==> src/rtl/ping_pong_rd_ctrl.sv <==
// Read-side sequencer for the west/north ping-pong input banks of the attention matmul path.
// It streams one full bank into the systolic array, waits for the array to finish, then releases the bank.
module ping_pong_rd_ctrl #(
  parameter int ADDR_WIDTH = 4,
  parameter int W_COL_X    = 4,
  parameter int N_COL_X    = 4,
  parameter int RD_LATENCY = 1
) (
  input  logic                  clk,
  input  logic                  rst_n,
  input  logic [1:0]            bank_full,
  output logic [1:0]            bank_release,
  input  logic                  systolic_finish_wrap,
  output logic                  w_bank0_ena,
  output logic                  w_bank1_ena,
  output logic                  w_bank0_enb,
  output logic                  w_bank1_enb,
  output logic [ADDR_WIDTH-1:0] w_bank0_addra,
  output logic [ADDR_WIDTH-1:0] w_bank0_addrb,
  output logic [ADDR_WIDTH-1:0] w_bank1_addra,
  output logic [ADDR_WIDTH-1:0] w_bank1_addrb,
  output logic                  n_bank0_ena,
  output logic                  n_bank1_ena,
  output logic [ADDR_WIDTH-1:0] n_bank0_addra,
  output logic [ADDR_WIDTH-1:0] n_bank1_addra,
  output logic                  rd_bank_sel,
  output logic                  w_valid,
  output logic                  w_last,
  output logic                  n_valid,
  output logic                  n_last,
  output logic                  enable_matmul,
  output logic                  busy
);

  localparam int MAX_COL = (W_COL_X > N_COL_X) ? W_COL_X : N_COL_X;
  localparam int CNT_W   = $clog2(MAX_COL) + 1;
  localparam logic [CNT_W-1:0] RD_LAST = CNT_W'(MAX_COL - 1);
  localparam logic [CNT_W-1:0] W_LAST  = CNT_W'(W_COL_X - 1);
  localparam logic [CNT_W-1:0] N_LAST  = CNT_W'(N_COL_X - 1);
  localparam logic [CNT_W-1:0] W_CNT   = CNT_W'(W_COL_X);
  localparam logic [CNT_W-1:0] N_CNT   = CNT_W'(N_COL_X);
  localparam logic [1:0]       DR_LAST = 2'(RD_LATENCY - 1);

  typedef enum logic [2:0] {
    S_IDLE,
    S_READ,
    S_DRAIN,
    S_COMPUTE,
    S_RELEASE
  } state_t;

  state_t                  state_q, state_d;
  logic [CNT_W-1:0]        cnt_q, cnt_d;
  logic [1:0]              dcnt_q, dcnt_d;
  logic                    next_bank_q, next_bank_d;
  logic                    en_q, en_d;
  logic [RD_LATENCY-1:0]   w_vld_q, w_vld_d;
  logic [RD_LATENCY-1:0]   w_lst_q, w_lst_d;
  logic [RD_LATENCY-1:0]   n_vld_q, n_vld_d;
  logic [RD_LATENCY-1:0]   n_lst_q, n_lst_d;

  logic                    rd_act;
  logic                    w_iss, w_lst_iss, n_iss, n_lst_iss;
  logic [ADDR_WIDTH-1:0]   w_addra, w_addrb, n_addra;

  always_ff @(posedge clk) begin
    if (!rst_n) begin
      state_q     <= S_IDLE;
      cnt_q       <= '0;
      dcnt_q      <= '0;
      next_bank_q <= 1'b0;
      en_q        <= 1'b0;
      w_vld_q     <= '0;
      w_lst_q     <= '0;
      n_vld_q     <= '0;
      n_lst_q     <= '0;
    end else begin
      state_q     <= state_d;
      cnt_q       <= cnt_d;
      dcnt_q      <= dcnt_d;
      next_bank_q <= next_bank_d;
      en_q        <= en_d;
      w_vld_q     <= w_vld_d;
      w_lst_q     <= w_lst_d;
      n_vld_q     <= n_vld_d;
      n_lst_q     <= n_lst_d;
    end
  end

  always_comb begin
    state_d     = state_q;
    cnt_d       = cnt_q;
    dcnt_d      = dcnt_q;
    next_bank_d = next_bank_q;
    case (state_q)
      S_IDLE: begin
        // Only the bank whose turn it is may start a tile; the other bit is ignored.
        if (bank_full[next_bank_q]) begin
          state_d = S_READ;
          cnt_d   = '0;
        end
      end
      S_READ: begin
        if (cnt_q == RD_LAST) begin
          state_d = S_DRAIN;
          dcnt_d  = '0;
        end else begin
          cnt_d = cnt_q + 1'b1;
        end
      end
      S_DRAIN: begin
        if (dcnt_q == DR_LAST) state_d = S_COMPUTE;
        else                   dcnt_d  = dcnt_q + 1'b1;
      end
      S_COMPUTE: begin
        if (systolic_finish_wrap) state_d = S_RELEASE;
      end
      S_RELEASE: begin
        state_d     = S_IDLE;
        next_bank_d = ~next_bank_q;
      end
      default: state_d = S_IDLE;
    endcase
  end

  // Issue stage: read enables and addresses come straight from the counter.
  always_comb begin
    rd_act    = (state_q == S_READ);
    w_iss     = rd_act && (cnt_q < W_CNT);
    n_iss     = rd_act && (cnt_q < N_CNT);
    w_lst_iss = rd_act && (cnt_q == W_LAST);
    n_lst_iss = rd_act && (cnt_q == N_LAST);
    w_addra   = w_iss ? ADDR_WIDTH'(cnt_q) : '0;
    w_addrb   = w_iss ? (ADDR_WIDTH'(W_COL_X) + ADDR_WIDTH'(cnt_q)) : '0;
    n_addra   = n_iss ? ADDR_WIDTH'(cnt_q) : '0;
  end

  // Data stage: flags delayed by the BRAM read latency to line up with read data.
  always_comb begin
    w_vld_d[0] = w_iss;
    w_lst_d[0] = w_lst_iss;
    n_vld_d[0] = n_iss;
    n_lst_d[0] = n_lst_iss;
    for (int i = 1; i < RD_LATENCY; i++) begin
      w_vld_d[i] = w_vld_q[i-1];
      w_lst_d[i] = w_lst_q[i-1];
      n_vld_d[i] = n_vld_q[i-1];
      n_lst_d[i] = n_lst_q[i-1];
    end
  end

  always_comb begin
    w_valid = w_vld_q[RD_LATENCY-1];
    w_last  = w_lst_q[RD_LATENCY-1];
    n_valid = n_vld_q[RD_LATENCY-1];
    n_last  = n_lst_q[RD_LATENCY-1];
    en_d    = en_q;
    if (w_valid || n_valid) en_d = 1'b1;
    if ((state_q == S_COMPUTE) && systolic_finish_wrap) en_d = 1'b0;
  end

  assign enable_matmul = en_q | w_valid | n_valid;
  assign busy          = (state_q != S_IDLE);
  // next_bank only toggles on leaving S_RELEASE, so it names the active bank for the whole tile.
  assign rd_bank_sel   = next_bank_q;
  assign bank_release  = (state_q != S_RELEASE) ? 2'b00 : (next_bank_q ? 2'b10 : 2'b01);

  assign w_bank0_ena   = w_iss & ~next_bank_q;
  assign w_bank0_enb   = w_iss & ~next_bank_q;
  assign w_bank1_ena   = w_iss &  next_bank_q;
  assign w_bank1_enb   = w_iss &  next_bank_q;
  assign w_bank0_addra = next_bank_q ? '0 : w_addra;
  assign w_bank0_addrb = next_bank_q ? '0 : w_addrb;
  assign w_bank1_addra = next_bank_q ? w_addra : '0;
  assign w_bank1_addrb = next_bank_q ? w_addrb : '0;
  assign n_bank0_ena   = n_iss & ~next_bank_q;
  assign n_bank1_ena   = n_iss &  next_bank_q;
  assign n_bank0_addra = next_bank_q ? '0 : n_addra;
  assign n_bank1_addra = next_bank_q ? n_addra : '0;

endmodule

==> config.mk <==
export PLATFORM = sky130hd
export DESIGN_NAME = ping_pong_rd_ctrl
export DESIGN_NICKNAME = d
export VERILOG_FILES = /design/src/rtl/ping_pong_rd_ctrl.sv
export SDC_FILE = /design/constraint.sdc
export NUM_CORES = 1
export LEC_CHECK = 0
export CAP_MARGIN = 10
export CORE_ASPECT_RATIO = 0.7
export CORE_MARGIN = 4
export CORE_UTILIZATION = 39
export DETAILED_ROUTE_END_ITERATION = 7
export GPL_TIMING_DRIVEN = 0
export PLACE_DENSITY_LB_ADDON = 0.05
export SLEW_MARGIN = 30
export SYNTH_ARGS = -nofsm -noshare
export SYNTH_HDL_FRONTEND = slang
export SYNTH_SLANG_ARGS = --single-unit
==> constraint.sdc <==
create_clock -name clk -period 2.2 [get_ports clk]
set_input_delay 0.66 -clock clk [delete_from_list [all_inputs] [get_ports clk]]
set_output_delay 0.66 -clock clk [all_outputs]
set_load 0.1 [all_outputs]
======== After elaboration in Yosys (flattened, before gate mapping) ========
Cells that the tools add are included.
word-level totals
  bits in registers ....................... 12
  output and inout port bits .............. 39
operators by class
  bitwise gates (word level) .............. 6
  multiplexer cells ....................... 21
  order comparisons ....................... 2
  reduce and logical (&&, ||, !) cells .... 12
  $add $sub $neg .......................... 3
  equal/unequal tests ..................... 12
operator list
  kind                                                         count
  two-way mux 3 bit                                            9
  two-way mux 4 bit                                            3
  one-hot mux 3 bit (4 select lines)                           1
  != test 2 bit (second input constant)                        5
  == test 3 x 2 -> 1 bit (second input constant)               3
  two-way mux 2 bit                                            4
  one-hot mux 3 bit (2 select lines)                           1
  AND reduction 3 bit                                          2
  adder 3 x 3 -> 4 bit (first input constant)                  1
  one-hot mux 2 bit (2 select lines)                           1
  AND reduction 4 bit                                          1
  nonzero test 2 bit                                           2
  adder 3 x 1 -> 3 bit (second input constant)                 1
  == test 3 x 1 -> 1 bit (second input constant)               1
  == test 3 bit (second input constant)                        1
  logical AND 1 bit                                            3
  logical NOT 3 bit                                            1
  less-than comparator 3 bit (second input constant)           1
  != test 3 bit (second input constant)                        1
  nonzero test 3 bit                                           1
  adder 2 x 1 -> 2 bit (second input constant)                 1
  AND 1 bit                                                    2
  logical NOT 2 bit                                            1
  less-than comparator 1 x 2 -> 1 bit (second input constant)  1
  other kinds (5)                                              8

======== Longest topological paths before layout ========
  word-level depth ........................ 4
  depth in mapped cells ................... 5

======== Least setup slack after synthesis ========
OpenSTA, ideal clock, no wires.
  path type ............................... flip-flop to output port
  start ................................... register next_bank_q (netlist: rd_bank_sel)
  end ..................................... output port bank_release[0]
  buffers on the path ..................... 0
  slack ................................... -2481 ps
  arrival ................................. 4021 ps
  stages on the path, launching flop included .. 2
  required time ........................... 1540 ps
  path through ............................ dfxtp_1 nor4b_1
between the ends
  longest elaborated chain between the ends .. 2
ends and longest elaborated chain
  what                             RTL line  source
  start, declared                  55        logic next_bank_q, next_bank_d;
  start signal, assigned           81        next_bank_q <= next_bank_d;
  two-way mux 2 bit (2 in series)  166       assign bank_release = (state_q != S_RELEASE) ? 2'b00 : (next_bank_q ? 2'b10 : 2'b01);
  end, declared                    12        output logic [1:0] bank_release,
No other way between the ends.

======== Worst setup path after layout ========
  start ................................... register state_q[2]
  end ..................................... output port w_bank0_addra[0]
between the ends
  longest elaborated chain between the ends .. 4
ends and longest elaborated chain
  what                    RTL line  source
  start, declared         52        state_t state_q, state_d;
  start signal, assigned  78        state_q <= state_d;
  == test 3 x 1 -> 1 bit  128       rd_act = (state_q == S_READ);
  logical AND 1 bit       129       w_iss = rd_act && (cnt_q < W_CNT);
  two-way mux 3 bit       133       w_addra = w_iss ? ADDR_WIDTH'(cnt_q) : '0;
  two-way mux 3 bit       172       assign w_bank0_addra = next_bank_q ? '0 : w_addra;
  end, declared           18        output logic [ADDR_WIDTH-1:0] w_bank0_addra,
No other way between the ends.

==> impl_metrics.py <==
metrics = {
    "global_route": {
        "grt_pass1_wl_microns": 4210,
        "grt_max_degree": 11,
        "grt_pass1_vias": 805,
        "grt_usage_pct": 18.4,
        "antenna_found_initial": 0,
        "grt_overflow": 0,
    },
    "die": {
        "coreArea_sq_um": 2140,
        "die_area_sq_um": 3080,
        "start_util_pct": 41.0,
        "std_cell_rows": 14,
        "die_h_microns": 47.7,
        "io_pins": 44,
        "die_w_microns": 64.7,
    },
    "layout": {
        "drive_gt1_share_pct": 55.0,
        "fillers": 122,
        "num-nets-final": 169,
        "n_antenna_cell": 0,
        "area_growth_pct": 102,
        "design_area_sq_um": 1770,
    },
    "critical_path": {
        "endpoint": "w_bank0_addra[0]",
        "cp_cell_sequence": "buf_6 > nor4_4 > buf_4 > and3_4 > buf_12 > buf_16",
        "rr_endpoint": "dcnt_q[0]",
        "cpPeakStageDelay_ns": 0.34,
        "startpoint": "state_q[2]",
        "ff2ff_setup_slack_ns": 0.71,
        "cp.arrival_ns": 1.68,
        "start_kind": "flop",
        "crit_path_max_fanout": 5,
        "reg2regPathDepth": 5,
        "cp.required_ns": 1.54,
        "endpoint_kind": "output pin",
        "cp_slowest_cell": "dfxtp_2",
        "r2r_start": "state_q[0]",
        "critical_path_class": "reg -> out",
    },
    "clock_tree": {
        "htreeDepth": 1,
        "cts_buffer_depth": 2,
        "cts_buffers": 3,
        "clk-insertion-delay-late_ns": 0.28,
        "cts_tree": "yes",
        "clock-root-buffer": "clkbuf_4",
        "hold_buffers": 0,
        "clkSinkCount": 12,
        "cts.clk_slew.worst_paths_ns": 0.08,
    },
    "run_status": {
        "status": "complete, but fails checks",
        "violations": "negative setup slack",
    },
    "logic_synthesis": {
        "synth.area.top_cells": "dfxtp_1, buf_4, ha_1",
        "ys_seq_area_share_pct": 27.4,
        "yosysMostFrequentCell": "buf_4",
        "async_flop_share_pct": 0,
        "post_synth_inst_count": 104,
        "synth_common_cells": "buf_4, dfxtp_1, nand2_1",
        "synth_edf_count": 0,
        "ys_ff_latch": 12,
        "synth_area_leader_cell": "dfxtp_1",
        "synth_warnings": 0,
        "synth_top_area_share_pct": 27.4,
        "avgSynthCellArea_sq_um": 8.43,
        "yosys_most_used_dff": "dfxtp_1",
        "synth.cell_area_sq_um": 877,
        "synthDistinctLibCells": 36,
    },
    "sta": {
        "fin_crit_ns": 2.34,
        "worst_pin_slew_ns": 0.951,
        "min_period_over_period_pct": 106,
        "hold_viol": 0,
        "drv_slew": 0,
        "setup_viol": 18,
        "worst_slew_margin_rel_pct": 36.8,
        "finalSetupTns_ns": -1.67,
        "rsz0062_at_grt": "yes",
        "fin_ws_ns": -0.140,
        "fmax_mhz": 427,
        "fin_skew_ns": 0.000355,
    },
    "routing": {
        "first_pass_iters": 5,
        "vias_per_cell": 4.78,
        "finalWirelength_microns": 3000,
        "drc": 0,
        "dr_total_vias": 917,
        "drt_iter0_drc": 24,
        "wl_per_cell_microns": 15.6,
        "antenna_left": 0,
    },
    "power_and_ir_drop": {
        "peakVddDrop_uv": 494,
        "cellPowerDensity_nw_per_um2": 506,
        "p_leak_nw": 0.792,
    },
    "job": {
        "drv_cap": 0,
    },
    "placement": {
        "place_area_sq_um": 1440,
        "port_buffers": 32,
        "post-dp-hpwl_microns": 1730,
        "gp_congestion": 0.817,
    },
    "worst_hold_path": {
        "worstHoldStart": "dcnt_q[0]",
        "min_path_type": "reg -> reg",
    },
}
==> state kept, by name, indices dropped and copies added, names as in the netlist <==
name,count
state_q,3
n_last,1
cnt_q,3
n_valid,1
dcnt_q,2
en_q,1
rd_bank_sel,1
==> critical path, delay by kind of cell (launching register included) <==
family                 cells  cell delay, ns
buffers and inverters      4            0.59
flip-flops                 1            0.34
AND/OR/NAND/NOR            2            0.46
==> stage by stage <==
step	cells	hold slack [ns]	setup slack (ns)	power [mW]	utilization (%)
floorplan	113	0.446	-0.0765	0.579	-
global placement	177	0.456	-0.896	0.636	67.3
detailed placement	177	0.474	-0.915	0.640	67.3
CTS	187	0.485	-0.155	0.881	80.9
global route	192	0.503	-0.190	0.919	82.8
finish	192	0.486	-0.140	0.895	82.8
==> worst min path at each step <==
stage,endpoint,slack [ns],cells past startpoint
2_1_floorplan,dcnt_q[0],0.45,2
4_1_cts,dcnt_q[0],0.49,2
3_3_place_gp,dcnt_q[0],0.46,2
6_report,dcnt_q[0],0.49,2
5_1_grt,dcnt_q[0],0.50,2
3_5_place_dp,dcnt_q[1],0.47,2
==> repair_timing <==
item                                    CTS  global route
pin swaps                                 1             1
endpoints found under the setup margin   29            24
gates resized for setup                 211            11
buffers inserted                          6             7
==> layout by cell type, fill, tap and decap left out, types with 3 or more instances in the layout <==
cell             instances
buf_12                  28
buf_4                   27
conb_1                  10
dfxtp_1                  8
buf_6                    7
nand2_1                  7
inv_1                    5
nand3_1                  5
and3_4                   4
nand4_1                  3
ha_1                     3
clkbuf_4                 3
clkdlybuf4s50_1          3
==> kinds of logic (layout without fill, tap and decap cells) <==
| group | after synthesis | count (layout) | synth area share (%) |
|---|---|---|---|
| AO/OA/AOI/OAI | 13 | 13 | 10.4 |
| adder cells (fa/ha/maj) | 3 | 3 | 4.28 |
| buffers and inverters | 37 | 84 | 28.7 |
| flip-flops | 12 | 12 | 27.4 |
| multiplexers | 1 | 1 | 1.14 |
| other | 1 | 10 | 0.428 |
| AND/OR/NAND/NOR | 37 | 37 | 27.7 |
==> area by class of cell <==
cell class / count / area, sq um / share of cell area, %
timing repair buffer: 45 / 621 / 35.1
buffer: 29 / 337 / 19.0
sequential: 12 / 250 / 14.1
tap: 32 / 40.0 / 2.26
clock buffer: 4 / 36.3 / 2.05
multi-input combinational: 64 / 459 / 26.0
inverter: 6 / 26.3 / 1.49
==> routing by layer <==
metal	GRT usage [%]	vias up	part of all wire, %
li1	-	438	-
met1	21.2	430	37
met2	34.8	43	56
met3	4.93	6	5.7
met4	5.04	0	1.1
met5	0	-	0
==> where the power goes <==
part | switching (mW) | leakage, nW | total (mW) | internal, mW
logic | 0.316 | 0.671 | 0.475 | 0.159
registers | 0.0120 | 0.0999 | 0.236 | 0.224
clock network | 0.0824 | 0.0210 | 0.183 | 0.101
total | 0.411 | 0.792 | 0.895 | 0.484
No activity file was read; power rests on OpenSTA's default activity.
